$ cat src/rtl/ffn_frame_buffer_pkg.sv
//==============================================================================
// Module : ffn_frame_buffer_pkg
// Brief  : Shared network sizing constants and write-FSM encodings for the
//          FFN ping-pong frame buffer.
// Rev    : 1.0  initial release
//==============================================================================
`default_nettype none

package ffn_frame_buffer_pkg;

  localparam int FFN_IN_BITWIDTH  = 7;
  localparam int FM_ADDR_BITWIDTH = 5;
  localparam int NP_MAX_COUNT     = 63;
  localparam int NUM_MM_BUFFER    = 2;

  typedef logic [1:0] wr_state_t;

  localparam wr_state_t c_ST_IDLE  = 2'd0;
  localparam wr_state_t c_ST_FILL  = 2'd1;
  localparam wr_state_t c_ST_STALL = 2'd2;

endpackage

`default_nettype wire

$ cat src/rtl/ffn_buf_bank.sv
//==============================================================================
// Module : ffn_buf_bank
// Brief  : One DEPTH x DATA_W frame bank, single write port, registered read.
// Rev    : 1.0  initial release
//==============================================================================
`default_nettype none

module ffn_buf_bank #(
  parameter int DATA_W = 8,
  parameter int DEPTH  = 64,
  parameter int ADDR_W = 6
) (
  input  logic              clk,
  input  logic              rst_n,
  input  logic              i_we,
  input  logic [ADDR_W-1:0] i_wr_addr,
  input  logic [DATA_W-1:0] i_wr_data,
  input  logic [ADDR_W-1:0] i_rd_addr,
  output logic [DATA_W-1:0] o_rd_data
);

  logic [DATA_W-1:0] r_mem [DEPTH];
  logic [DATA_W-1:0] r_rd_data;

  // Storage array is deliberately left unreset so it maps onto block RAM.
  always_ff @(posedge clk) begin
    if (i_we) begin
      r_mem[i_wr_addr] <= i_wr_data;
    end
  end

  always_ff @(posedge clk or negedge rst_n) begin
    if (!rst_n) begin
      r_rd_data <= '0;
    end else begin
      r_rd_data <= r_mem[i_rd_addr];
    end
  end

  assign o_rd_data = r_rd_data;

endmodule

`default_nettype wire

$ cat src/rtl/ffn_frame_buffer.sv
//==============================================================================
// Module : ffn_frame_buffer
// Brief  : Ping-pong feature-map buffer between conv/pool output and the FFN
//          accumulator. Optional checker enabled by FFN_BUF_OVR_CHK_EN.
// Rev    : 1.0  initial release
//==============================================================================
`default_nettype none

module ffn_frame_buffer
  import ffn_frame_buffer_pkg::*;
#(
  parameter int DATA_W = FFN_IN_BITWIDTH + 1,
  parameter int DEPTH  = NP_MAX_COUNT + 1,
  parameter int ADDR_W = FM_ADDR_BITWIDTH + 1
) (
  input  logic              clk,
  input  logic              rst_n,
  input  logic [DATA_W-1:0] i_pix_in,
  input  logic              i_pix_valid,
  output logic              o_pix_ready,
  input  logic [ADDR_W-1:0] i_buf_addr,
  output logic [DATA_W-1:0] o_feature_pixel,
  output logic              o_frame_rdy,
  input  logic              i_frame_release,
  output logic              o_ovr_err
);

  wr_state_t                 r_state;
  wr_state_t                 w_state_nxt;
  logic                      r_wr_bank;
  logic                      r_rd_bank;
  logic                      r_rd_sel;
  logic [ADDR_W-1:0]         r_wr_ptr;
  logic [NUM_MM_BUFFER-1:0]  r_full;
  logic [NUM_MM_BUFFER-1:0]  w_full_nxt;
  logic [NUM_MM_BUFFER-1:0]  w_bank_we;
  logic [DATA_W-1:0]         w_rd_data [NUM_MM_BUFFER];
  logic                      w_pix_ready;
  logic                      w_xfer;
  logic                      w_last;
  logic                      w_release;

  assign w_xfer    = i_pix_valid && w_pix_ready;
  assign w_last    = (r_wr_ptr == ADDR_W'(DEPTH - 1));
  assign w_release = i_frame_release && r_full[r_rd_bank];

  // Write FSM: state register
  always_ff @(posedge clk or negedge rst_n) begin
    if (!rst_n) begin
      r_state <= c_ST_IDLE;
    end else begin
      r_state <= w_state_nxt;
    end
  end

  // Write FSM: next state. The stall decision looks at the registered full
  // flag, so a release landing on the same edge still costs one stall cycle.
  always_comb begin
    w_state_nxt = r_state;
    case (r_state)
      c_ST_IDLE:  w_state_nxt = c_ST_FILL;
      c_ST_FILL: begin
        if (w_xfer && w_last && r_full[~r_wr_bank]) begin
          w_state_nxt = c_ST_STALL;
        end
      end
      c_ST_STALL: begin
        if (!r_full[r_wr_bank]) begin
          w_state_nxt = c_ST_FILL;
        end
      end
      default:    w_state_nxt = c_ST_IDLE;
    endcase
  end

  // Write FSM: outputs
  always_comb begin
    w_pix_ready = 1'b0;
    if (r_state == c_ST_FILL) begin
      w_pix_ready = 1'b1;
    end
  end

  always_comb begin
    w_full_nxt = r_full;
    if (w_release) begin
      w_full_nxt[r_rd_bank] = 1'b0;
    end
    if (w_xfer && w_last) begin
      w_full_nxt[r_wr_bank] = 1'b1;
    end
  end

  always_ff @(posedge clk or negedge rst_n) begin
    if (!rst_n) begin
      r_wr_ptr  <= '0;
      r_wr_bank <= 1'b0;
      r_rd_bank <= 1'b0;
      r_rd_sel  <= 1'b0;
      r_full    <= '0;
    end else begin
      r_rd_sel <= r_rd_bank;
      r_full   <= w_full_nxt;
      if (w_xfer) begin
        if (w_last) begin
          r_wr_ptr  <= '0;
          r_wr_bank <= ~r_wr_bank;
        end else begin
          r_wr_ptr <= r_wr_ptr + 1'b1;
        end
      end
      if (w_release) begin
        r_rd_bank <= ~r_rd_bank;
      end
    end
  end

  for (genvar b = 0; b < NUM_MM_BUFFER; b++) begin : g_bank
    assign w_bank_we[b] = w_xfer && (r_wr_bank == 1'(b));

    ffn_buf_bank #(
      .DATA_W (DATA_W),
      .DEPTH  (DEPTH),
      .ADDR_W (ADDR_W)
    ) u_bank (
      .clk       (clk),
      .rst_n     (rst_n),
      .i_we      (w_bank_we[b]),
      .i_wr_addr (r_wr_ptr),
      .i_wr_data (i_pix_in),
      .i_rd_addr (i_buf_addr),
      .o_rd_data (w_rd_data[b])
    );
  end

  // Both banks read every cycle; the delayed bank select picks the one that
  // was the read bank when the address was sampled.
  assign o_feature_pixel = w_rd_data[r_rd_sel];
  assign o_frame_rdy     = r_full[r_rd_bank];
  assign o_pix_ready     = w_pix_ready;

`ifdef FFN_BUF_OVR_CHK_EN
  logic              r_ovr_err;
  logic [ADDR_W:0]   r_stall_cnt;
  logic              w_stall_valid;
  logic              w_addr_oob;

  assign w_stall_valid = (r_state == c_ST_STALL) && i_pix_valid;
  assign w_addr_oob    = ({1'b0, i_buf_addr} >= (ADDR_W+1)'(DEPTH));

  always_ff @(posedge clk or negedge rst_n) begin
    if (!rst_n) begin
      r_stall_cnt <= '0;
      r_ovr_err   <= 1'b0;
    end else begin
      if (!w_stall_valid) begin
        r_stall_cnt <= '0;
      end else if (r_stall_cnt != (ADDR_W+1)'(DEPTH)) begin
        r_stall_cnt <= r_stall_cnt + 1'b1;
      end
      if ((i_frame_release && !o_frame_rdy) ||
          (w_addr_oob && o_frame_rdy) ||
          (w_stall_valid && (r_stall_cnt == (ADDR_W+1)'(DEPTH)))) begin
        r_ovr_err <= 1'b1;
      end
    end
  end

  assign o_ovr_err = r_ovr_err;
`else
  assign o_ovr_err = 1'b0;
`endif

endmodule

`default_nettype wire

$ cat config.mk
export PLATFORM = sky130hd
export DESIGN_NAME = ffn_frame_buffer
export DESIGN_NICKNAME = d
export VERILOG_FILES = /design/src/rtl/ffn_frame_buffer_pkg.sv /design/src/rtl/ffn_buf_bank.sv /design/src/rtl/ffn_frame_buffer.sv
export SDC_FILE = /design/constraint.sdc
export NUM_CORES = 1
export LEC_CHECK = 0
export CAP_MARGIN = 20
export CORE_AREA = 4 4 274 276
export DETAILED_ROUTE_END_ITERATION = 10
export DIE_AREA = 0 0 278 280
export GPL_TIMING_DRIVEN = 1
export PLACE_DENSITY = 0.76
export SYNTH_ARGS = -nofsm -noshare
export SYNTH_HDL_FRONTEND = slang
export SYNTH_HIERARCHICAL = 1
export SYNTH_SLANG_ARGS = --single-unit
export TNS_END_PERCENT = 10
$ cat constraint.sdc
create_clock -name clk -period 2.6 [get_ports clk]
set_clock_uncertainty 0.2 [all_clocks]
set_input_delay 0.26 -clock clk [delete_from_list [all_inputs] [get_ports clk]]
set_output_delay 0.26 -clock clk [all_outputs]
set_load 0.005 [all_outputs]
==> results.md <==
* Final number of hold-violating endpoints at 0
* Area grow syn2layout at 16.8%
* # rows at 99
* FF-to-FF setup slack at 0.05 ns
* Highest clock rate at 388 MHz
* Most frequent cells in the layout: edfxtp_1, buf_4, mux4_2, nor2_1, clkbuf_16
* Netlist cell types at 55
* CP Max Fanout at 8
* DRT iter0 DRCs at 2,789
* Tightest Pin Transition at 0.782 ns
* DP Area at 44,500 µm²
* Chip height at 280 µm
* Hold WC Path Type: in -> reg
* Power per cell area at 777 nW/µm²
* CTS H-tree lvls at 3
* Netlist Area Pre-Place at 41,200 µm²
* Final instance area at 48,000 µm²
* Leak Pwr at 0.0157 µW
* Root Buffer Master: clkbuf_16
* CP Data Required Time at 2.14 ns
* Starting Density at 0.567
* RePlAce Congestion at 0.886
* Die width at 278 µm
* Antenna-violating nets left at 0
* Relative slew slack at 0.470
* Num CTS Buffers at 97
* Setup TNS Final at 0 ns
* Worst hold slack at 0.0563 ns
* DRC Markers at 0
* Pre-Repair DR Iteration Count at 6
* Final non-filler cell total at 3,324
* Total Routing Usage GR at 0.251
* Maxcap violations at 0
* Pin count of the biggest net entering global routing at 84
* Post-synth top area cell: edfxtp_1
* Grt total ovfl at 0
* Final setup fails at 0
* Clock Latency Late Sink at 0.66 ns
* Die area at 77,800 µm²
* Post-Synthesis Cells at 1,954
* Vias at 21,400
* Share of cells above drive strength 1 at 0.321
* Outcome: completed
* Vias in the first global route at 22,100
* Clk buf depth at 3
* Top cell type's share of synthesized area at 0.747
* Global-route wire length before repair at 146 mm
* Post-layout util at 0.662
* Fillcell total at 4,491
* Final wirelength at 95.9 mm
* Synthesized area per cell at 21.1 µm²
* Arr. time, crit path at 2.12 ns
* RSZ-0062 raised after global routing: true
* Nets@finish at 2,299
* Io pins at 29
* Avg WL per Cell at 28.8 µm
* CTS tree: done
* Most common cell after layout, fill and taps aside: edfxtp_1
* Cells after DPL at 3,130
* Crit end category: output port
* Primary FF master, synth: edfxtp_1
* Core Box Area at 72,600 µm²
* Main area contributors after synthesis: edfxtp_1, mux4_2, dfrtp_1, nor2_1, mux2i_1
* Kind of critical path: reg -> out
* Yosys warning total at 6
* Async SR Flop Fraction at 0.0275
* VDD IR max at 879 µV
* Synthesis-stage register bit count at 1,053
* Routed vias/inst at 6.43
* EDFF count, synth at 1,024
* Clock-pin slew on the worst setup and hold paths at 0.06 ns
* Pins over their slew limit at 0
* Antenna violations before repair at 1
* PortBufs at 27
* Final worst path period share at 0.991
* Seq/Total Area, Yosys at 0.765
* Dpl hpwl at 58.2 mm
* Period minus WS final at 2.58 ns
* Sink Count at 1,053
* Worst Setup Start Kind: register
* Syn_nets at 1,973
==> cell families after synthesis <==
family | Yosys count | synth area share
AO/OA/AOI/OAI | 119 | 0.0220
other | 1 | 0.0000911
flip-flops | 1053 | 0.765
XOR/XNOR | 3 | 0.000639
buffers and inverters | 108 | 0.0161
multiplexers | 336 | 0.159
AND/OR/NAND/NOR | 333 | 0.0366
adder cells (fa/ha/maj) | 1 | 0.000304
==> critical path, stage by stage (launching register included) <==
cell and delay (ns):
dfrtp_2 0.51, mux2_2 0.46, clkdlybuf4s50_1 0.49
==> power breakdown <==
group / internal [µW] / switching, µW
Clock: 9010 / 6120
Sequential: 18900 / 263
Combinational: 1190 / 1840
==> sequential cells by signal, summed over array words and instances (netlist names) <==
| register | count |
|---|---|
| r_rd_bank | 1 |
| r_wr_ptr | 6 |
| r_full | 2 |
| r_wr_bank | 1 |
| r_rd_sel | 1 |
| g_bank.u_bank/o_rd_data | 16 |
| r_state | 2 |
| g_bank.u_bank/r_mem | 1024 |
==> per-layer routing <==
| layer | wire, µm | track usage | up-vias |
|---|---|---|---|
| met3 | 9590 | 0.0444 | 186 |
| li1 | - | - | 8750 |
| met4 | 2610 | 0.0723 | 0 |
| met2 | 46800 | 0.406 | 1338 |
| met5 | 0 | 0 | - |
| met1 | 36800 | 0.362 | 11100 |
==> final timing paths <==
path                                                 end  cells past startpoint                     startpoint
max                                   o_feature_pixel[1]                      2                       r_rd_sel
min                        g_bank[1].u_bank/o_rd_data[5]                      4                  i_buf_addr[2]
max reg2reg                g_bank[0].u_bank/o_rd_data[6]                      6  g_bank[0].u_bank/r_mem[29][6]
min reg2reg                                     r_rd_sel                      0                      r_rd_bank
max in group asynchronous                       r_rd_sel                      3                          rst_n
min in group asynchronous                      r_full[1]                      3                          rst_n
==> area by class of cell <==
type                       count  area (µm²)  share of cell area
antenna                        1        2.50           0.0000521
clock buffer                 127        2660              0.0553
clock inverter                56         758              0.0158
inverter                       1        3.75           0.0000781
multi-input combinational    793        9020               0.188
sequential                  1053       31500               0.655
tap                          959        1200              0.0250
timing repair buffer         334        2930              0.0610
==> stage by stage <==
step | worst slack, ns | power (µW)
global route | -0.00447 | 38500
finish | 0.0247 | 37400
detailed placement | -0.360 | 22500
floorplan | 0.0330 | 21000
global placement | -0.337 | 22400
CTS | 0.0205 | 37400
==> Yosys cell counts, drive strengths merged (11+ instances only) <==
master and instances:
nand3 31, buf 69, o221ai 16, o21ai 11, mux2i 48, nand2b 13
a221oi 12, dfrtp 29, clkbuf 38, nand2 51, nor2 172, o22ai 16
nor3 15, mux4 252, mux2 36, nor2b 27, edfxtp 1024
==> repair_timing <==
item / in CTS / in global routing
setup endpoints to repair: 8 / 3
setup buffers: 0 / 0
hold buffers: 10 / 0
endpoints found under the hold margin: 329 / 0
resized for setup: 1 / 0
Note: power is estimated with default switching activity, not from simulation.
